[config.mk]
export PLATFORM = sky130hd
export DESIGN_NAME = uart_fifo_ctl
export DESIGN_NICKNAME = d
export VERILOG_FILES = /design/src/rtl/uart_fifo_ctl.sv
export SDC_FILE = /design/constraint.sdc
export NUM_CORES = 1
export LEC_CHECK = 0
export CAP_MARGIN = 10
export CORE_MARGIN = 4
export CORE_UTILIZATION = 50
export CTS_CLUSTER_DIAMETER = 200
export CTS_CLUSTER_SIZE = 10
export DETAILED_ROUTE_END_ITERATION = 10
export DONT_BUFFER_PORTS = 1
export GPL_TIMING_DRIVEN = 0
export HOLD_SLACK_MARGIN = 0.05
export PLACE_DENSITY = 0.76
export SYNTH_ARGS = -nofsm -noshare
export SYNTH_HDL_FRONTEND = slang
export SYNTH_SLANG_ARGS = --single-unit
[constraint.sdc]
create_clock -name clk -period 3.7 [get_ports clk]
set_clock_uncertainty 0.05 [all_clocks]
set_input_delay 0.74 -clock clk [delete_from_list [all_inputs] [get_ports clk]]
set_output_delay 0.74 -clock clk [all_outputs]
set_load 0.02 [all_outputs]
[src/rtl/uart_fifo_ctl.sv]
// Memory-mapped UART controller: buffered TX/RX FIFOs behind a small register map,
// an autonomous TX drain state machine, sticky error flags and a level interrupt.
module uart_fifo_ctl #(
    parameter int TX_DEPTH = 8,
    parameter int RX_DEPTH = 8
) (
    input  logic        clk,
    input  logic        rst_n,
    input  logic [31:0] mem_addr,
    input  logic [31:0] mem_wdata,
    input  logic        mem_we,
    input  logic        mem_re,
    output logic [31:0] mem_rdata,
    output logic        uart_tx_en,
    output logic [7:0]  uart_tx_data,
    input  logic        uart_tx_busy,
    output logic        uart_rx_en,
    input  logic        uart_rx_break,
    input  logic        uart_rx_valid,
    input  logic [7:0]  uart_rx_data,
    output logic        irq
);

    localparam int TX_AW = $clog2(TX_DEPTH);
    localparam int RX_AW = $clog2(RX_DEPTH);
    localparam int TX_CW = TX_AW + 1;
    localparam int RX_CW = RX_AW + 1;

    localparam logic [3:0] ADDR_TXDATA = 4'h0;
    localparam logic [3:0] ADDR_STATUS = 4'h4;
    localparam logic [3:0] ADDR_RXDATA = 4'h8;
    localparam logic [3:0] ADDR_CTRL   = 4'hC;

    typedef enum logic [1:0] {
        TX_IDLE,
        TX_LAUNCH,
        TX_WAIT_ACK,
        TX_WAIT_DONE
    } tx_state_t;

    tx_state_t tx_state;
    tx_state_t tx_state_next;

    // ------------------------------------------------------------------
    // Bus decode
    // ------------------------------------------------------------------
    logic [3:0] addr;
    logic       wr_txdata;
    logic       wr_status;
    logic       wr_ctrl;
    logic       rd_rxdata;
    logic       tx_flush;
    logic       rx_flush;

    assign addr      = mem_addr[3:0];
    assign wr_txdata = mem_we && (addr == ADDR_TXDATA);
    assign wr_status = mem_we && (addr == ADDR_STATUS);
    assign wr_ctrl   = mem_we && (addr == ADDR_CTRL);
    assign rd_rxdata = mem_re && (addr == ADDR_RXDATA);
    assign tx_flush  = wr_ctrl && mem_wdata[5];
    assign rx_flush  = wr_ctrl && mem_wdata[6];

    logic unused_bits;
    assign unused_bits = ^{mem_addr[31:4], mem_wdata[31:8]};

    // ------------------------------------------------------------------
    // Control register: tx_enable, rx_en, irq_rx_en, irq_tx_en, irq_err_en
    // ------------------------------------------------------------------
    logic [4:0] ctrl;
    logic       tx_enable;
    logic       rx_en;
    logic       irq_rx_en;
    logic       irq_tx_en;
    logic       irq_err_en;

    assign tx_enable  = ctrl[0];
    assign rx_en      = ctrl[1];
    assign irq_rx_en  = ctrl[2];
    assign irq_tx_en  = ctrl[3];
    assign irq_err_en = ctrl[4];
    assign uart_rx_en = rx_en;

    always_ff @(posedge clk or negedge rst_n) begin
        if (!rst_n) begin
            ctrl <= '0;
        end else if (wr_ctrl) begin
            ctrl <= mem_wdata[4:0];
        end
    end

    // ------------------------------------------------------------------
    // TX FIFO
    // ------------------------------------------------------------------
    logic [7:0]       tx_mem [TX_DEPTH];
    logic [TX_AW-1:0] tx_wr_ptr;
    logic [TX_AW-1:0] tx_rd_ptr;
    logic [TX_CW-1:0] tx_count;
    logic             tx_full;
    logic             tx_empty;
    logic             tx_push;
    logic             tx_pop;

    assign tx_full  = (tx_count == TX_CW'(TX_DEPTH));
    assign tx_empty = (tx_count == '0);
    assign tx_push  = wr_txdata && !tx_full;
    // A flush written this cycle suppresses the launch so no stale byte escapes.
    assign tx_pop   = (tx_state == TX_IDLE) && tx_enable && !tx_empty &&
                      !uart_tx_busy && !tx_flush;

    always_ff @(posedge clk or negedge rst_n) begin
        if (!rst_n) begin
            tx_wr_ptr <= '0;
            tx_rd_ptr <= '0;
            tx_count  <= '0;
        end else if (tx_flush) begin
            tx_wr_ptr <= '0;
            tx_rd_ptr <= '0;
            tx_count  <= '0;
        end else begin
            if (tx_push) begin
                tx_wr_ptr <= tx_wr_ptr + 1'b1;
            end
            if (tx_pop) begin
                tx_rd_ptr <= tx_rd_ptr + 1'b1;
            end
            if (tx_push && !tx_pop) begin
                tx_count <= tx_count + 1'b1;
            end else if (tx_pop && !tx_push) begin
                tx_count <= tx_count - 1'b1;
            end
        end
    end

    always_ff @(posedge clk) begin
        if (tx_push) begin
            tx_mem[tx_wr_ptr] <= mem_wdata[7:0];
        end
    end

    always_ff @(posedge clk or negedge rst_n) begin
        if (!rst_n) begin
            uart_tx_data <= '0;
        end else if (tx_pop) begin
            uart_tx_data <= tx_mem[tx_rd_ptr];
        end
    end

    // ------------------------------------------------------------------
    // TX drain FSM. Handshake: uart_tx_en is a one-cycle launch; the
    // transmitter acknowledges by raising uart_tx_busy the next cycle and
    // drops it at end of frame. No launch is made while uart_tx_busy is high.
    // ------------------------------------------------------------------
    always_ff @(posedge clk or negedge rst_n) begin
        if (!rst_n) begin
            tx_state <= TX_IDLE;
        end else begin
            tx_state <= tx_state_next;
        end
    end

    always_comb begin
        tx_state_next = tx_state;
        uart_tx_en    = 1'b0;
        case (tx_state)
            TX_IDLE: begin
                if (tx_pop) begin
                    tx_state_next = TX_LAUNCH;
                end
            end
            TX_LAUNCH: begin
                uart_tx_en    = 1'b1;
                tx_state_next = TX_WAIT_ACK;
            end
            TX_WAIT_ACK: begin
                if (uart_tx_busy) begin
                    tx_state_next = TX_WAIT_DONE;
                end
            end
            TX_WAIT_DONE: begin
                if (!uart_tx_busy) begin
                    tx_state_next = TX_IDLE;
                end
            end
            default: tx_state_next = TX_IDLE;
        endcase
    end

    // ------------------------------------------------------------------
    // RX FIFO
    // ------------------------------------------------------------------
    logic [7:0]       rx_mem [RX_DEPTH];
    logic [RX_AW-1:0] rx_wr_ptr;
    logic [RX_AW-1:0] rx_rd_ptr;
    logic [RX_CW-1:0] rx_count;
    logic             rx_full;
    logic             rx_empty;
    logic             rx_push;
    logic             rx_pop;
    logic             rx_write;
    logic             rx_ovr_set;

    assign rx_full    = (rx_count == RX_CW'(RX_DEPTH));
    assign rx_empty   = (rx_count == '0);
    assign rx_push    = uart_rx_valid && rx_en && !rx_flush;
    assign rx_pop     = rd_rxdata && !rx_empty;
    // A pop in the same cycle frees the slot, so a full FIFO still accepts the byte.
    assign rx_write   = rx_push && (!rx_full || rx_pop);
    assign rx_ovr_set = rx_push && rx_full && !rx_pop;

    always_ff @(posedge clk or negedge rst_n) begin
        if (!rst_n) begin
            rx_wr_ptr <= '0;
            rx_rd_ptr <= '0;
            rx_count  <= '0;
        end else if (rx_flush) begin
            rx_wr_ptr <= '0;
            rx_rd_ptr <= '0;
            rx_count  <= '0;
        end else begin
            if (rx_write) begin
                rx_wr_ptr <= rx_wr_ptr + 1'b1;
            end
            if (rx_pop) begin
                rx_rd_ptr <= rx_rd_ptr + 1'b1;
            end
            if (rx_write && !rx_pop) begin
                rx_count <= rx_count + 1'b1;
            end else if (rx_pop && !rx_write) begin
                rx_count <= rx_count - 1'b1;
            end
        end
    end

    always_ff @(posedge clk) begin
        if (rx_write) begin
            rx_mem[rx_wr_ptr] <= uart_rx_data;
        end
    end

    // ------------------------------------------------------------------
    // Sticky flags and break sampling
    // ------------------------------------------------------------------
    logic rxovr;
    logic txovf;
    logic rx_break_q;

    always_ff @(posedge clk or negedge rst_n) begin
        if (!rst_n) begin
            rxovr      <= 1'b0;
            txovf      <= 1'b0;
            rx_break_q <= 1'b0;
        end else begin
            rx_break_q <= uart_rx_break;
            if (rx_ovr_set) begin
                rxovr <= 1'b1;
            end else if (wr_status && mem_wdata[4]) begin
                rxovr <= 1'b0;
            end
            if (wr_txdata && tx_full) begin
                txovf <= 1'b1;
            end else if (wr_status && mem_wdata[5]) begin
                txovf <= 1'b0;
            end
        end
    end

    // ------------------------------------------------------------------
    // Read path and interrupt
    // ------------------------------------------------------------------
    logic        tx_active;
    logic [7:0]  tx_count_b;
    logic [7:0]  rx_count_b;
    logic [31:0] status_word;
    logic [31:0] rd_value;

    assign tx_active   = (tx_state != TX_IDLE) || uart_tx_busy;
    assign tx_count_b  = 8'(tx_count);
    assign rx_count_b  = 8'(rx_count);
    assign status_word = {8'h00, rx_count_b, tx_count_b, tx_active, rx_break_q,
                          txovf, rxovr, rx_full, rx_empty, tx_empty, tx_full};

    always_comb begin
        rd_value = '0;
        case (addr)
            ADDR_STATUS: rd_value = status_word;
            ADDR_RXDATA: begin
                if (!rx_empty) begin
                    rd_value = {24'h0, rx_mem[rx_rd_ptr]};
                end
            end
            ADDR_CTRL:   rd_value = {27'h0, ctrl};
            default:     rd_value = '0;
        endcase
    end

    always_ff @(posedge clk or negedge rst_n) begin
        if (!rst_n) begin
            mem_rdata <= '0;
            irq       <= 1'b0;
        end else begin
            if (mem_re) begin
                mem_rdata <= rd_value;
            end
            irq <= (irq_rx_en && !rx_empty) ||
                   (irq_tx_en && tx_empty && (tx_state == TX_IDLE)) ||
                   (irq_err_en && (rxovr || txovf));
        end
    end

endmodule

Yosys cells after proc, flatten, opt, wreduce, memory -nomap -nowiden. Memory sizes are Yosys's and may differ from the RTL's. A register that Yosys moved wholly into a read port is not among the register bits. Index checks and enable logic that the tools add are counted.

Register bits after elaboration: 63. RAM bits: 128. Bits of input ports: 79. Output and inout port bits: 43. Word-level logic and storage cells: 122. Memories kept: 2.

Memory list: rx_mem (words 8, width 8, read ports 1, clocked after memory_dff 0, write ports 1, RTL line 191) `logic [7:0] rx_mem [RX_DEPTH];`; tx_mem (words 8, width 8, read ports 1, clocked after memory_dff 1, write ports 1, RTL line 94) `logic [7:0] tx_mem [TX_DEPTH];`.

Add/subtract/negate cells: 8. Eq/ne operators: 11. Multiplexer cells: 29. Reductions and logical operators: 59.

Operators with widths (count): 20-bit case mux with 3 select lines (1); 1-bit logical AND (28); 3-bit two-way mux (8); 4-bit two-way mux (6); 4-bit == test, second input constant (4); 2-bit nonzero test (7); 3-bit by 1-bit adder with 3-bit output, second input constant (4); 1-bit logical NOT (12); 4-bit logical NOT (3); 1-bit two-way mux (9); 4-bit by 1-bit adder with 4-bit output, second input constant (2); 8-bit two-way mux (1); 2-bit case mux with 4 select lines (1); 4-bit by 1-bit subtractor with 4-bit output, second input constant (2); 2-bit two-way mux (3); 2-bit inequality test, second input constant (3); 3-bit nonzero test (2); 1-bit logical OR (5); 2-bit == test, second input constant (2); 4-bit by 3-bit == test with 1-bit output, second input constant (1); 3-bit AND reduction (1); 2-bit by 1-bit == test with 1-bit output, second input constant (1); 2-bit logical NOT (1).

Logic depth before layout (Yosys ltp). Gate-level depths: netlist of the first run.

Word-level depth: 11. Gate-level depth with buffers: 12. Gate-level depth less buffers: 11.

Worst setup path before layout of the first run. OpenSTA, ideal clock, no wires.

Path kind: input-to-reg. From: input port mem_addr[3]. To: memory rx_mem[4][0] (enable). Setup time: 398 ps. Arrival: 2693 ps. Required time: 3252 ps. Slack: 559 ps. Stages on the path: 6. Buffers on the path: 2. Path through: clkbuf_1 nor4b_1 and3_4 buf_6 o21ai_2 nor4b_1.

Word-level cells in the longest chain between the ends: 8. Elaborated cells on any way between the ends: 12. Those cells by class: 2 x eq/ne; 2 x mux; 8 x reduce/logical.

Ends and longest elaborated chain: from (decl) (RTL line 9) `input logic [31:0] mem_addr,`; 4-bit == test (RTL line 58) `assign wr_ctrl = mem_we && (addr == ADDR_CTRL);`; 1-bit logical AND (RTL line 58); 1-bit logical AND (RTL line 61) `assign rx_flush = wr_ctrl && mem_wdata[6];`; 1-bit logical NOT (RTL line 204) `assign rx_push = uart_rx_valid && rx_en && !rx_flush;`; 1-bit logical AND (RTL line 204); 1-bit logical AND (*) (RTL line 207) `assign rx_write = rx_push && (!rx_full || rx_pop);`; 1-bit two-way mux (*) (RTL line 235) `if (rx_write) begin`; 1-bit two-way mux (implied by the code) (*) (RTL line 236) `rx_mem[rx_wr_ptr] <= uart_rx_data;`; to (decl) (RTL line 191).

Every way passes the cells marked *; elsewhere a longest branch is shown, timed or not.

Worst setup path in the final report of the first run.
From: register rx_count[1]. To: register rx_count[3].

Word-level cells in the longest chain between the ends: 8. Elaborated cells on any way between the ends: 17. Those cells by class: 2 x add/sub; 1 x eq/ne; 3 x mux; 11 x reduce/logical.

Ends and longest elaborated chain: from (decl) (RTL line 194) `logic [RX_CW-1:0] rx_count;`; from (signal assigned) (RTL line 227) `rx_count <= rx_count + 1'b1;`; from (signal assigned) (RTL line 229) `rx_count <= rx_count - 1'b1;`; parallel branches: the longest is 8 deep, another holds 4-bit by 1-bit subtractor with 4-bit output.

Several ways; the timed one is not identified. The select of a mux whose other input is x is not followed. A chain may end at the register's enable or synchronous reset.

==> flow_metrics.py, run 1 <==
metrics = {
    "global_routing": {
        "grt_antenna_before_repair": 1,
        "grt-ovfl-total": 0,
        "first_global_vias": 4432,
        "grt_max_degree": 56,
        "grt_first_pass_wirelength_um": 24600,
        "grt_use_total_pct": 18.5,
    },
    "timing": {
        "fmax_mhz": 312,
        "setup_viol": 0,
        "maxSlewHeadroom_pct": 38.3,
        "maxSlewViolCount": 0,
        "grt_setup_unrepaired": "false",
        "hold_violations": 0,
        "holdWs_ps": 112,
        "setup_tns_ps": 0,
        "period_share_pct": 86.7,
        "post-route-min-period_ps": 3210,
        "tightest_slew_ps": 922,
    },
    "die": {
        "die_h_um": 133,
        "core_area_um2": 15200,
        "rows": 45,
        "initial_core_util_pct": 51.0,
        "io_pins": 122,
        "fp.dieW_um": 133,
        "die_area_um2": 17600,
    },
    "detailed_routing": {
        "drc": 0,
        "num_vias": 4216,
        "drt_iter0_markers": 279,
        "ant_nets": 0,
        "viasPerCell": 5.68,
        "drt-total-wl_um": 15300,
        "wl_per_cell_um": 20.6,
        "drt-pass1-iter-count": 4,
    },
    "clocking": {
        "cts.repair.resized": 0,
        "clock_latency_ps": 420,
        "tritoncts": "yes",
        "root_buffer": "clkbuf_16",
        "cts_buffers": 17,
        "cts.path.max_buffers": 2,
        "cts.clk_slew.worst_paths_ps": 60,
        "numClockSinks": 183,
        "postCtsSetupRepairBufs": 0,
        "ctsHoldBuffers": 1,
        "htreeDepth": 4,
    },
    "synth": {
        "async_flop_share_pct": 30.1,
        "synth-edff-count": 128,
        "syn_area_per_cell_um2": 15.7,
        "syn-instance-count": 494,
        "ys_top_cells_by_area": "edfxtp_1, dfrtp_1, mux4_2",
        "synth_top_area_share_pct": 49.6,
        "synth_largest_area_cell": "edfxtp_1",
        "synth_ff_type": "edfxtp_1",
        "ys_seq_elements": 183,
        "seq_area_frac_synth_pct": 67.3,
        "yosys_warnings": 0,
        "synth_area_um2": 7750,
        "synth.distinct_cells": 50,
        "synth.most_common_cell": "edfxtp_1",
        "synthTopCellsByCount": "edfxtp_1, dfrtp_1, mux4_2",
    },
    "min_path": {
        "holdCritPathClass": "in2async",
    },
    "setup_path": {
        "critPathCapture": "rx_count[3]",
        "reg2regPathDepth": 10,
        "reg2reg_to": "rx_count[3]",
        "cp-start-kind": "register",
        "crit_fanout": 10,
        "critPathLaunch": "rx_count[1]",
        "r2r-start": "rx_count[1]",
        "required_ps": 4010,
        "cp.arrival_ps": 3520,
        "r2r_slack_ps": 490,
        "cp-end-kind": "register",
        "criticalPathCategory": "reg2reg",
    },
    "finish": {
        "area_growth_pct": 13.1,
        "ff_latch_area_um2": 5220,
        "multi_input_area_um2": 2330,
        "num_antenna_cells": 0,
        "fin_nets": 635,
        "fill_cells": 1149,
        "drive_above_1_share_pct": 21.7,
    },
    "placed_design": {
        "gp_congestion": 0.771,
        "dp_hpwl_um": 10700,
        "numPortBuffers": 0,
    },
    "power_and_ir_drop": {
        "p_total_uw": 5830,
        "powerDensity_nw_per_um2": 665,
        "power_leakage_uw": 0.00317,
        "peakVddDrop_v": 0.000579,
    },
    "job": {
        "cap_violations": 0,
    },
    "outcome": {
        "status": "completed",
    },
}
## worst min path at each step
stage / slack [ps] / to / cells past startpoint / start
4_1_cts: 130 / uart_tx_data[6] / 1 / rst_n
3_3_place_gp: 400 / uart_tx_data[3] / 0 / rst_n
3_5_place_dp: 400 / uart_tx_data[2] / 0 / rst_n
2_1_floorplan: 390 / ctrl[0] / 0 / rst_n
5_1_grt: 110 / uart_tx_data[7] / 1 / rst_n
6_report: 110 / uart_tx_data[6] / 1 / rst_n
## per-layer routing
metal  global-route usage, %  vias to the layer above  wire length, µm
li1                        -                     1926                -
met1                    20.5                     2154             5730
met2                    33.1                      110             8320
met3                    6.58                       24              874
met4                    6.29                        2              367
met5                       0                        -                7
## sequential cells by signal, indices dropped and copies added, names as in the netlist
register,count
irq,1
ctrl,5
uart_tx_data,8
rx_count,4
rx_break_q,1
rxovr,1
txovf,1
rx_wr_ptr,3
tx_rd_ptr,3
tx_state,2
tx_wr_ptr,3
tx_count,4
rx_rd_ptr,3
tx_mem,64
rx_mem,64
mem_rdata,16
## per-stage QoR
step,cells,worst slack (ps),utilization [%],cell area [µm²]
CTS,739,496,57.6,8750
detailed placement,706,392,53.7,8160
global placement,697,-370,52.9,8050
finish,742,492,57.7,8770
floorplan,509,559,-,7810
global route,742,426,57.7,8770
## worst max-delay path: stages, from the launching register on
cell and delay, ps:
dfrtp_1 430, or4_4 590, nand3_1 140, clkbuf_1 400, nand3_1 250, ha_1 350
a21o_1 110, a21oi_1 90, or3b_4 380, a211o_1 300, nand2_1 60
## cells in the final DEF (no fill, tap or decap), drive strengths merged, types with 3 or more instances in the layout
cell / netlist / layout
edfxtp: 128 / 128
dfrtp: 55 / 55
clkbuf: 17 / 38
buf: 25 / 36
mux4: 32 / 32
nor2: 31 / 31
mux2i: 23 / 23
nand2: 22 / 22
inv: 20 / 21
a21oi: 18 / 18
conb: 1 / 16
o21ai: 15 / 15
ha: 13 / 13
nand3: 9 / 9
nor3: 7 / 7
xnor2: 7 / 7
nor2b: 6 / 6
nand2b: 6 / 6
mux2: 6 / 6
clkinv: 0 / 6
o221ai: 5 / 5
and3: 5 / 5
nor4b: 5 / 5
nor3b: 5 / 5
o22ai: 4 / 4
clkinvlp: 0 / 4
o211ai: 3 / 3
xor2: 3 / 3
## power by group
group | total, µW | internal, µW | switching [µW]
Clock | 1730 | 990 | 742
Combinational | 1390 | 677 | 716
Sequential | 2710 | 2430 | 275
## kinds of logic (layout without fill, tap and decap cells)
kind of cell	after synthesis	in the layout	share of synthesized area (%)
buffers and inverters	62	107	3.97
and+or+nand+nor	108	108	7.49
muxes	61	61	13.1
AOI/OAI and AO/OA	54	54	4.31
other	1	16	0.0484
DFF	183	183	67.3
xor gates and xnor gates	10	10	1.13
adders and majority gates	15	15	2.61
## final cells by class
class | count | area share [%]
Tap cell | 188 | 2.68
Clock buffer | 19 | 4.94
Clock inverter | 13 | 1.51
Timing Repair Buffer | 13 | 1.26
Sequential cell | 183 | 59.5
Buffer | 42 | 2.65
Inverter | 20 | 0.856
Multi-Input combinational cell | 264 | 26.6
Note: power is estimated with default switching activity, not from simulation.
==> run 2: changes to the inputs <==
--- a/config.mk
+++ b/config.mk
@@ -8,8 +8,6 @@
 export CAP_MARGIN = 10
 export CORE_MARGIN = 4
 export CORE_UTILIZATION = 50
-export CTS_CLUSTER_DIAMETER = 200
-export CTS_CLUSTER_SIZE = 10
 export DETAILED_ROUTE_END_ITERATION = 10
 export DONT_BUFFER_PORTS = 1
 export GPL_TIMING_DRIVEN = 0
==> results of run 2 <==
Same layout as run 1: the final DEF is identical, and so are final timing and power.
